### config.mk
export PLATFORM = sky130hd
export DESIGN_NAME = pic_ack_sequencer_flat
export DESIGN_NICKNAME = d
export VERILOG_FILES = /design/src/rtl/pic_pkg.sv /design/src/rtl/pic_ack_sequencer_if.sv /design/src/rtl/pic_inta_sync.sv /design/src/rtl/pic_ack_sequencer.sv /design/src/flat_wrapper.sv
export SDC_FILE = /design/constraint.sdc
export NUM_CORES = 1
export LEC_CHECK = 0
export ABC_AREA = 1
export CORE_MARGIN = 2
export CORE_UTILIZATION = 42
export CTS_BUF_LIST = sky130_fd_sc_hd__clkbuf_8
export DETAILED_ROUTE_END_ITERATION = 8
export PLACE_DENSITY = 0.87
export SYNTH_ARGS = -nofsm -noshare
export SYNTH_HDL_FRONTEND = slang
export SYNTH_HIERARCHICAL = 1
export SYNTH_SLANG_ARGS = --single-unit
### constraint.sdc
create_clock -name clk -period 2.9 [get_ports clk]
set_input_delay 0.725 -clock clk [delete_from_list [all_inputs] [get_ports clk]]
set_output_delay 0.725 -clock clk [all_outputs]
set_load 0.05 [all_outputs]
### src/rtl/pic_pkg.sv
// Shared types and helpers for the 8259 interrupt-acknowledge sequencer.
package pic_pkg;

  typedef enum logic [2:0] {
    IDLE  = 3'd0,
    ACK1  = 3'd1,
    WAIT2 = 3'd2,
    ACK2  = 3'd3,
    WAIT3 = 3'd4,
    ACK3  = 3'd5
  } ack_state_t;

  localparam logic [7:0] CALL_OPCODE = 8'hCD;
  localparam logic [7:0] IR7_ONEHOT  = 8'h80;

  // An empty request maps to IR7 so spurious acknowledges still yield a vector.
  function automatic logic [2:0] bit2num(input logic [7:0] onehot);
    logic [2:0] num;
    num = 3'b111;
    for (int i = 0; i < 8; i++) begin
      if (onehot[i]) num = i[2:0];
    end
    return num;
  endfunction

  function automatic logic [7:0] num2bit(input logic [2:0] num);
    return 8'b1 << num;
  endfunction

endpackage

### src/rtl/pic_ack_sequencer_if.sv
// Acknowledge-path signals between the bus/control logic (master) and the sequencer (slave).
interface pic_ack_sequencer_if;
  logic       inta_n;
  logic       write_initial_command_word_1;
  logic [7:0] interrupt_pending;
  logic [4:0] vector_base;
  logic       auto_eoi_config;
  logic       mcs80_mode;
  logic [7:0] call_address_base;
  logic       interrupt_to_cpu;
  logic       freeze;
  logic       latch_in_service;
  logic [7:0] acknowledge_interrupt;
  logic       end_of_acknowledge_sequence;
  logic       auto_eoi_clear;
  logic       data_out_en;
  logic [7:0] data_out;

  modport master (
    output inta_n, write_initial_command_word_1, interrupt_pending, vector_base,
           auto_eoi_config, mcs80_mode, call_address_base,
    input  interrupt_to_cpu, freeze, latch_in_service, acknowledge_interrupt,
           end_of_acknowledge_sequence, auto_eoi_clear, data_out_en, data_out
  );

  modport slave (
    input  inta_n, write_initial_command_word_1, interrupt_pending, vector_base,
           auto_eoi_config, mcs80_mode, call_address_base,
    output interrupt_to_cpu, freeze, latch_in_service, acknowledge_interrupt,
           end_of_acknowledge_sequence, auto_eoi_clear, data_out_en, data_out
  );
endinterface

### src/rtl/pic_inta_sync.sv
// Synchronises the async INTA_n pin and emits one-cycle fall/rise events.
// Events are combinational off the last two flops: valid SYNC_STAGES+1 cycles after the pin edge.
module pic_inta_sync #(
  parameter int SYNC_STAGES = 2
) (
  input  logic clk,
  input  logic reset,
  input  logic inta_n,
  output logic fall,
  output logic rise
);

  logic [SYNC_STAGES-1:0] sync_q;
  logic                   prev_q;

  // Clearing to "low" means a pin still held low across reset never looks like a fresh fall.
  always_ff @(posedge clk) begin
    if (reset) begin
      sync_q <= '0;
      prev_q <= 1'b0;
    end else begin
      sync_q <= {sync_q[SYNC_STAGES-2:0], inta_n};
      prev_q <= sync_q[SYNC_STAGES-1];
    end
  end

  assign fall = prev_q & ~sync_q[SYNC_STAGES-1];
  assign rise = ~prev_q & sync_q[SYNC_STAGES-1];

endmodule

### src/rtl/pic_ack_sequencer.sv
// 8259 INTA handshake sequencer: INT, freeze, ISR latch, vector bytes, end-of-ack/AEOI pulses.
// Control outputs are registered; data bus is decoded from state. PIC_MCS80_MODE_EN adds the 3-pulse MCS-80 mode.
module pic_ack_sequencer
  import pic_pkg::*;
#(
  parameter int SYNC_STAGES = 2
) (
  input logic               clk,
  input logic               reset,
  pic_ack_sequencer_if.slave bus
);

  ack_state_t state_q, state_d;
  logic [7:0] ack_q, ack_d;
  logic       spurious_q, spurious_d;
  logic       mcs_q, mcs_d;
  logic       int_q, int_d;
  logic       latch_q, latch_d;
  logic       end_q, end_d;
  logic       aeoi_q, aeoi_d;
  logic       fall, rise, mcs_sel, finish;
  logic [2:0] ack_num;

  pic_inta_sync #(.SYNC_STAGES(SYNC_STAGES)) u_sync (
    .clk   (clk),
    .reset (reset),
    .inta_n(bus.inta_n),
    .fall  (fall),
    .rise  (rise)
  );

`ifdef PIC_MCS80_MODE_EN
  assign mcs_sel = bus.mcs80_mode;
`else
  logic unused_mcs_cfg;
  assign mcs_sel        = 1'b0;
  assign unused_mcs_cfg = ^{bus.mcs80_mode, bus.call_address_base};
`endif

  always_ff @(posedge clk) begin
    if (reset) begin
      state_q    <= IDLE;
      ack_q      <= '0;
      spurious_q <= 1'b0;
      mcs_q      <= 1'b0;
      int_q      <= 1'b0;
      latch_q    <= 1'b0;
      end_q      <= 1'b0;
      aeoi_q     <= 1'b0;
    end else begin
      state_q    <= state_d;
      ack_q      <= ack_d;
      spurious_q <= spurious_d;
      mcs_q      <= mcs_d;
      int_q      <= int_d;
      latch_q    <= latch_d;
      end_q      <= end_d;
      aeoi_q     <= aeoi_d;
    end
  end

  always_comb begin
    state_d    = state_q;
    ack_d      = ack_q;
    spurious_d = spurious_q;
    mcs_d      = mcs_q;
    int_d      = (state_q == IDLE) && (|bus.interrupt_pending);
    latch_d    = 1'b0;
    finish     = 1'b0;

    if (bus.write_initial_command_word_1) begin
      state_d    = IDLE;
      ack_d      = '0;
      spurious_d = 1'b0;
      mcs_d      = 1'b0;
      int_d      = 1'b0;
    end else begin
      case (state_q)
        IDLE: if (fall) begin
          // Request is sampled only here; later resolver changes are ignored until the end.
          state_d = ACK1;
          int_d   = 1'b0;
          mcs_d   = mcs_sel;
          if (|bus.interrupt_pending) begin
            ack_d      = bus.interrupt_pending;
            spurious_d = 1'b0;
            latch_d    = 1'b1;
          end else begin
            ack_d      = IR7_ONEHOT;
            spurious_d = 1'b1;
          end
        end
        ACK1:  if (rise) state_d = WAIT2;
        WAIT2: if (fall) state_d = ACK2;
        ACK2:  if (rise) begin
          if (mcs_q) state_d = WAIT3;
          else       finish  = 1'b1;
        end
        WAIT3: if (fall) state_d = ACK3;
        ACK3:  if (rise) finish = 1'b1;
        default: state_d = IDLE;
      endcase
      if (finish) state_d = IDLE;
    end

    end_d  = finish;
    aeoi_d = finish && bus.auto_eoi_config && !spurious_q;
  end

  assign ack_num = bit2num(ack_q);

  always_comb begin
    bus.data_out_en = 1'b0;
    bus.data_out    = '0;
    case (state_q)
`ifdef PIC_MCS80_MODE_EN
      ACK1: if (mcs_q) begin
        bus.data_out_en = 1'b1;
        bus.data_out    = CALL_OPCODE;
      end
      ACK2: begin
        bus.data_out_en = 1'b1;
        bus.data_out    = mcs_q ? {bus.call_address_base[7:5], ack_num, 2'b00}
                                : {bus.vector_base, ack_num};
      end
      ACK3: begin
        bus.data_out_en = 1'b1;
        bus.data_out    = {bus.vector_base, 3'b000};
      end
`else
      ACK2: begin
        bus.data_out_en = 1'b1;
        bus.data_out    = {bus.vector_base, ack_num};
      end
`endif
      default: ;
    endcase
  end

  assign bus.interrupt_to_cpu            = int_q;
  assign bus.freeze                      = (state_q != IDLE);
  assign bus.latch_in_service            = latch_q;
  assign bus.acknowledge_interrupt       = ack_q;
  assign bus.end_of_acknowledge_sequence = end_q;
  assign bus.auto_eoi_clear              = aeoi_q;

endmodule
### src/flat_wrapper.sv
// flat-port wrapper written by rule: the top's interface ports become plain ports
module pic_ack_sequencer_flat import pic_pkg::*;
#(
  parameter int SYNC_STAGES = 2
)
  (clk, reset, bus_inta_n, bus_write_initial_command_word_1, bus_interrupt_pending, bus_vector_base, bus_auto_eoi_config, bus_mcs80_mode, bus_call_address_base, bus_interrupt_to_cpu, bus_freeze, bus_latch_in_service, bus_acknowledge_interrupt, bus_end_of_acknowledge_sequence, bus_auto_eoi_clear, bus_data_out_en, bus_data_out);
  pic_ack_sequencer_if bus_i ();
  input logic clk;
  input logic reset;
  input wire logic [$bits(bus_i.inta_n)-1:0] bus_inta_n;
  input wire logic [$bits(bus_i.write_initial_command_word_1)-1:0] bus_write_initial_command_word_1;
  input wire logic [$bits(bus_i.interrupt_pending)-1:0] bus_interrupt_pending;
  input wire logic [$bits(bus_i.vector_base)-1:0] bus_vector_base;
  input wire logic [$bits(bus_i.auto_eoi_config)-1:0] bus_auto_eoi_config;
  input wire logic [$bits(bus_i.mcs80_mode)-1:0] bus_mcs80_mode;
  input wire logic [$bits(bus_i.call_address_base)-1:0] bus_call_address_base;
  output wire logic [$bits(bus_i.interrupt_to_cpu)-1:0] bus_interrupt_to_cpu;
  output wire logic [$bits(bus_i.freeze)-1:0] bus_freeze;
  output wire logic [$bits(bus_i.latch_in_service)-1:0] bus_latch_in_service;
  output wire logic [$bits(bus_i.acknowledge_interrupt)-1:0] bus_acknowledge_interrupt;
  output wire logic [$bits(bus_i.end_of_acknowledge_sequence)-1:0] bus_end_of_acknowledge_sequence;
  output wire logic [$bits(bus_i.auto_eoi_clear)-1:0] bus_auto_eoi_clear;
  output wire logic [$bits(bus_i.data_out_en)-1:0] bus_data_out_en;
  output wire logic [$bits(bus_i.data_out)-1:0] bus_data_out;
  assign bus_i.inta_n = bus_inta_n;
  assign bus_i.write_initial_command_word_1 = bus_write_initial_command_word_1;
  assign bus_i.interrupt_pending = bus_interrupt_pending;
  assign bus_i.vector_base = bus_vector_base;
  assign bus_i.auto_eoi_config = bus_auto_eoi_config;
  assign bus_i.mcs80_mode = bus_mcs80_mode;
  assign bus_i.call_address_base = bus_call_address_base;
  assign bus_interrupt_to_cpu = bus_i.interrupt_to_cpu;
  assign bus_freeze = bus_i.freeze;
  assign bus_latch_in_service = bus_i.latch_in_service;
  assign bus_acknowledge_interrupt = bus_i.acknowledge_interrupt;
  assign bus_end_of_acknowledge_sequence = bus_i.end_of_acknowledge_sequence;
  assign bus_auto_eoi_clear = bus_i.auto_eoi_clear;
  assign bus_data_out_en = bus_i.data_out_en;
  assign bus_data_out = bus_i.data_out;
  pic_ack_sequencer #(.SYNC_STAGES(SYNC_STAGES)) u_core (.clk(clk), .reset(reset), .bus(bus_i));
endmodule
==> out/results.txt <==
Post-DRT Antenna Nets - 0
NumNets Final - 195
R2R Setup Slk - 1.54 ns
Clock Skew - 0.00664 ns
Synth unique cells - 18
Gr usage total - 0.196
Die Area - 2450 sq um
Number of DRC markers in iteration 0 - 38
# diodes - 0
Max Slew Vio Count - 0
Cell area after layout - 1380 sq um
M3 GR Usage - 0.0424
WP data arrival - 2.05 ns
Run status - finished clean
Fin. Hold Viols - 0
DRC Markers - 0
VDD IR max - 0.000267 V
Crit path max-delay family - buffers and inverters
CTS tree - built
Worst-path cell chain - inv_1 > nand2_1 > nand2_1 > nand2_1 > nand2_1 > nand2_1 > nand2_1 > a21oi_1 > clkdlybuf4s50_1
Cell area after synthesis - 868 sq um
Final period util - 0.958
Reg2reg end - u_core/spurious_q
Crit-path max FO - 3
Row cnt - 16
GRT Residual Overflow - 0
Share of post-route cells with drive strength above 1 - 0.102
Clk pwr share - 0.351
Fmax - 360 MHz
Most used cell, CP - nand2_1
Comb power frac - 0.124
RSZ-0062 raised after global routing - false
Net Sw Frac - 0.232
Worst Hold Path Cells - 1
Detailed-route via count - 956
M1 GR Usage - 0.194
Vias per cell - 4.93
Sequential area share after synthesis - 0.438
Initial antenna violation count - 0
Core Util, Final - 0.705
Buf/Inv on CP - 2
CTS max path bufs - 2
CTS resizes - 0
Die extent in y - 49.5 microns
Vias in the first global route - 899
Nature of the critical path endpoint - primary output
Placed cells - 190
Skew-Pair Late Insertion Delay - 0.25 ns
Worst Hold Class - reg2reg
CTS buffer count - 3
Clock-pin slew of the registers on the worst-case setup and hold paths - 0.07 ns
Int Pwr - 0.391 mW
Clock Sinks - 19
Sequential fraction of design power - 0.525
CORE AREA - 1960 sq um
Switch Pwr - 0.118 mW
CP Class - reg2out
Final setup violation count - 0
CTS hold repair buffers - 0
Slew margin rel. - 0.660
Max-cap viol count - 0
Cell Area, Placed - 1340 sq um
H-Tree Depth - 1
I/O Buffers - 39
WHS Endpoint - u_core/bus.auto_eoi_clear
Post-Synthesis Net Count - 152
WL/cell - 11.7 microns
Initial Util - 0.443
Syn_area_per_cell - 6.95 sq um
Top Ports - 49
GRT Max-Usage Layer - met2
HPWL after detailed placement - 1.72 mm
FF+latch count, synth - 19
R2r worst-path depth - 5
Detailed Routing Iterations Pass 1 - 4
Critical path's slowest cell - clkdlybuf4s50_1
Min Tclk post-route - 2.78 ns
Startpoint types - flip-flop
CTS root buf - clkbuf_8
Largest net degree at the start of global routing - 20
Die W - 49.5 microns
Largest stage delay on the critical path - 0.83 ns
Final wirelength - 2.27 mm
Post-CTS setup buffer count - 0
Required time of the worst setup path - 2.17 ns
Grt met2 use - 0.383
Fin cells - 194
Leakage power - 0.568 nW
Post-Syn Instances - 125
Worst hold start - u_core/spurious_q
GP Congestion - 0.780
Hold Slack - 0.415 ns
Least-Margin Pin Slew - 0.508 ns
First-pass GRT wire length - 3.74 mm
Pwr Density - 369 nW/um^2
Area growth, synth to finish - 59.2%
Count of yosys warnings during synthesis - 6
Worst r2r src - u_core/u_sync/prev_q
## per-stage QoR
stage / setup TNS [ns] / power [mW] / setup WS (ns)
2_1_floorplan: -0.0136 / 0.303 / -0.00679
3_3_place_gp: 0 / 0.334 / 0.453
3_5_place_dp: 0 / 0.336 / 0.413
4_1_cts: 0 / 0.511 / 0.145
5_1_grt: 0 / 0.530 / 0.0113
6_report: 0 / 0.510 / 0.121
## layout by cell type, fill, tap and decap left out, drive strengths merged, types with 2 or more instances in the layout
cell type,Yosys,final
a21oi,11,11
a31oi,2,2
buf,1,5
clkbuf,0,3
clkdlybuf4s50,0,34
dfxtp,19,19
inv,25,26
nand2,21,21
nand3,6,6
nor2,24,24
nor4,2,2
o21ai,11,11
## Yosys cell counts
cell / count / area share
a211oi_1: 1 / 0.0086
a21oi_1: 10 / 0.058
a21oi_2: 1 / 0.010
a31oi_1: 2 / 0.014
buf_6: 1 / 0.013
dfxtp_1: 19 / 0.44
inv_1: 23 / 0.099
inv_2: 2 / 0.0086
nand2_1: 21 / 0.091
nand3_1: 4 / 0.023
nand3_2: 1 / 0.012
nand3_4: 1 / 0.020
nor2_1: 21 / 0.091
nor2_2: 3 / 0.022
nor3_1: 1 / 0.0058
nor4_1: 2 / 0.014
o21a_1: 1 / 0.0086
o21ai_0: 11 / 0.063
## worst max-delay path by stage
stage / end / from / depth (start not counted) / slack, ns
2_1_floorplan: bus_data_out[0] / u_core/state_q[0] / 4 / -0.007
3_3_place_gp: bus_data_out[1] / u_core/state_q[0] / 5 / 0.45
3_5_place_dp: bus_data_out[1] / u_core/state_q[0] / 5 / 0.41
4_1_cts: bus_data_out[1] / u_core/state_q[0] / 5 / 0.15
5_1_grt: bus_data_out[0] / u_core/state_q[0] / 5 / 0.01
6_report: bus_data_out[0] / u_core/bus.acknowledge_interrupt[1] / 9 / 0.12
## area by class of cell
type | count | area [sq um]
flip-flops and latches | 19 | 380
well taps | 27 | 33.8
repair buffers | 39 | 440
multi-input cells | 80 | 389
clock inverters | 1 | 3.75
inverters | 25 | 93.8
fillers | 169 | 579
clock buffers | 3 | 41.3
## sequential cells by signal, summed over array words and instances (netlist names)
name	count
u_core/u_sync/prev_q	1
u_core/bus.auto_eoi_clear	1
u_core/u_sync/sync_q	2
u_core/bus.interrupt_to_cpu	1
u_core/bus.latch_in_service	1
u_core/spurious_q	1
u_core/state_q	3
u_core/bus.end_of_acknowledge_sequence	1
u_core/bus.acknowledge_interrupt	8
## metal layers
metal / share of wire / routed length [microns] / up-vias
li1: - / - / 477
met1: 0.36 / 819 / 424
met2: 0.53 / 1200 / 51
met3: 0.088 / 200 / 4
met4: 0.021 / 48 / 0
met5: 0 / 0 / -
## logic make-up after synthesis
family	Yosys count	share of synthesized area
AOI/OAI and AO/OA	26	0.163
buffers and inverters	26	0.121
DFF	19	0.438
and+or+nand+nor	54	0.278
## power by group through the flow
stage / Clock, mW / Combinational (mW) / Sequential (mW)
4_1_cts: 0.180 / 0.0629 / 0.268
5_1_grt: 0.193 / 0.0684 / 0.268
3_3_place_gp: 0 / 0.0611 / 0.273
3_5_place_dp: 0 / 0.0621 / 0.274
2_1_floorplan: 0 / 0.0207 / 0.282
6_report: 0.179 / 0.0630 / 0.268
(Power assumes the default switching activity.)
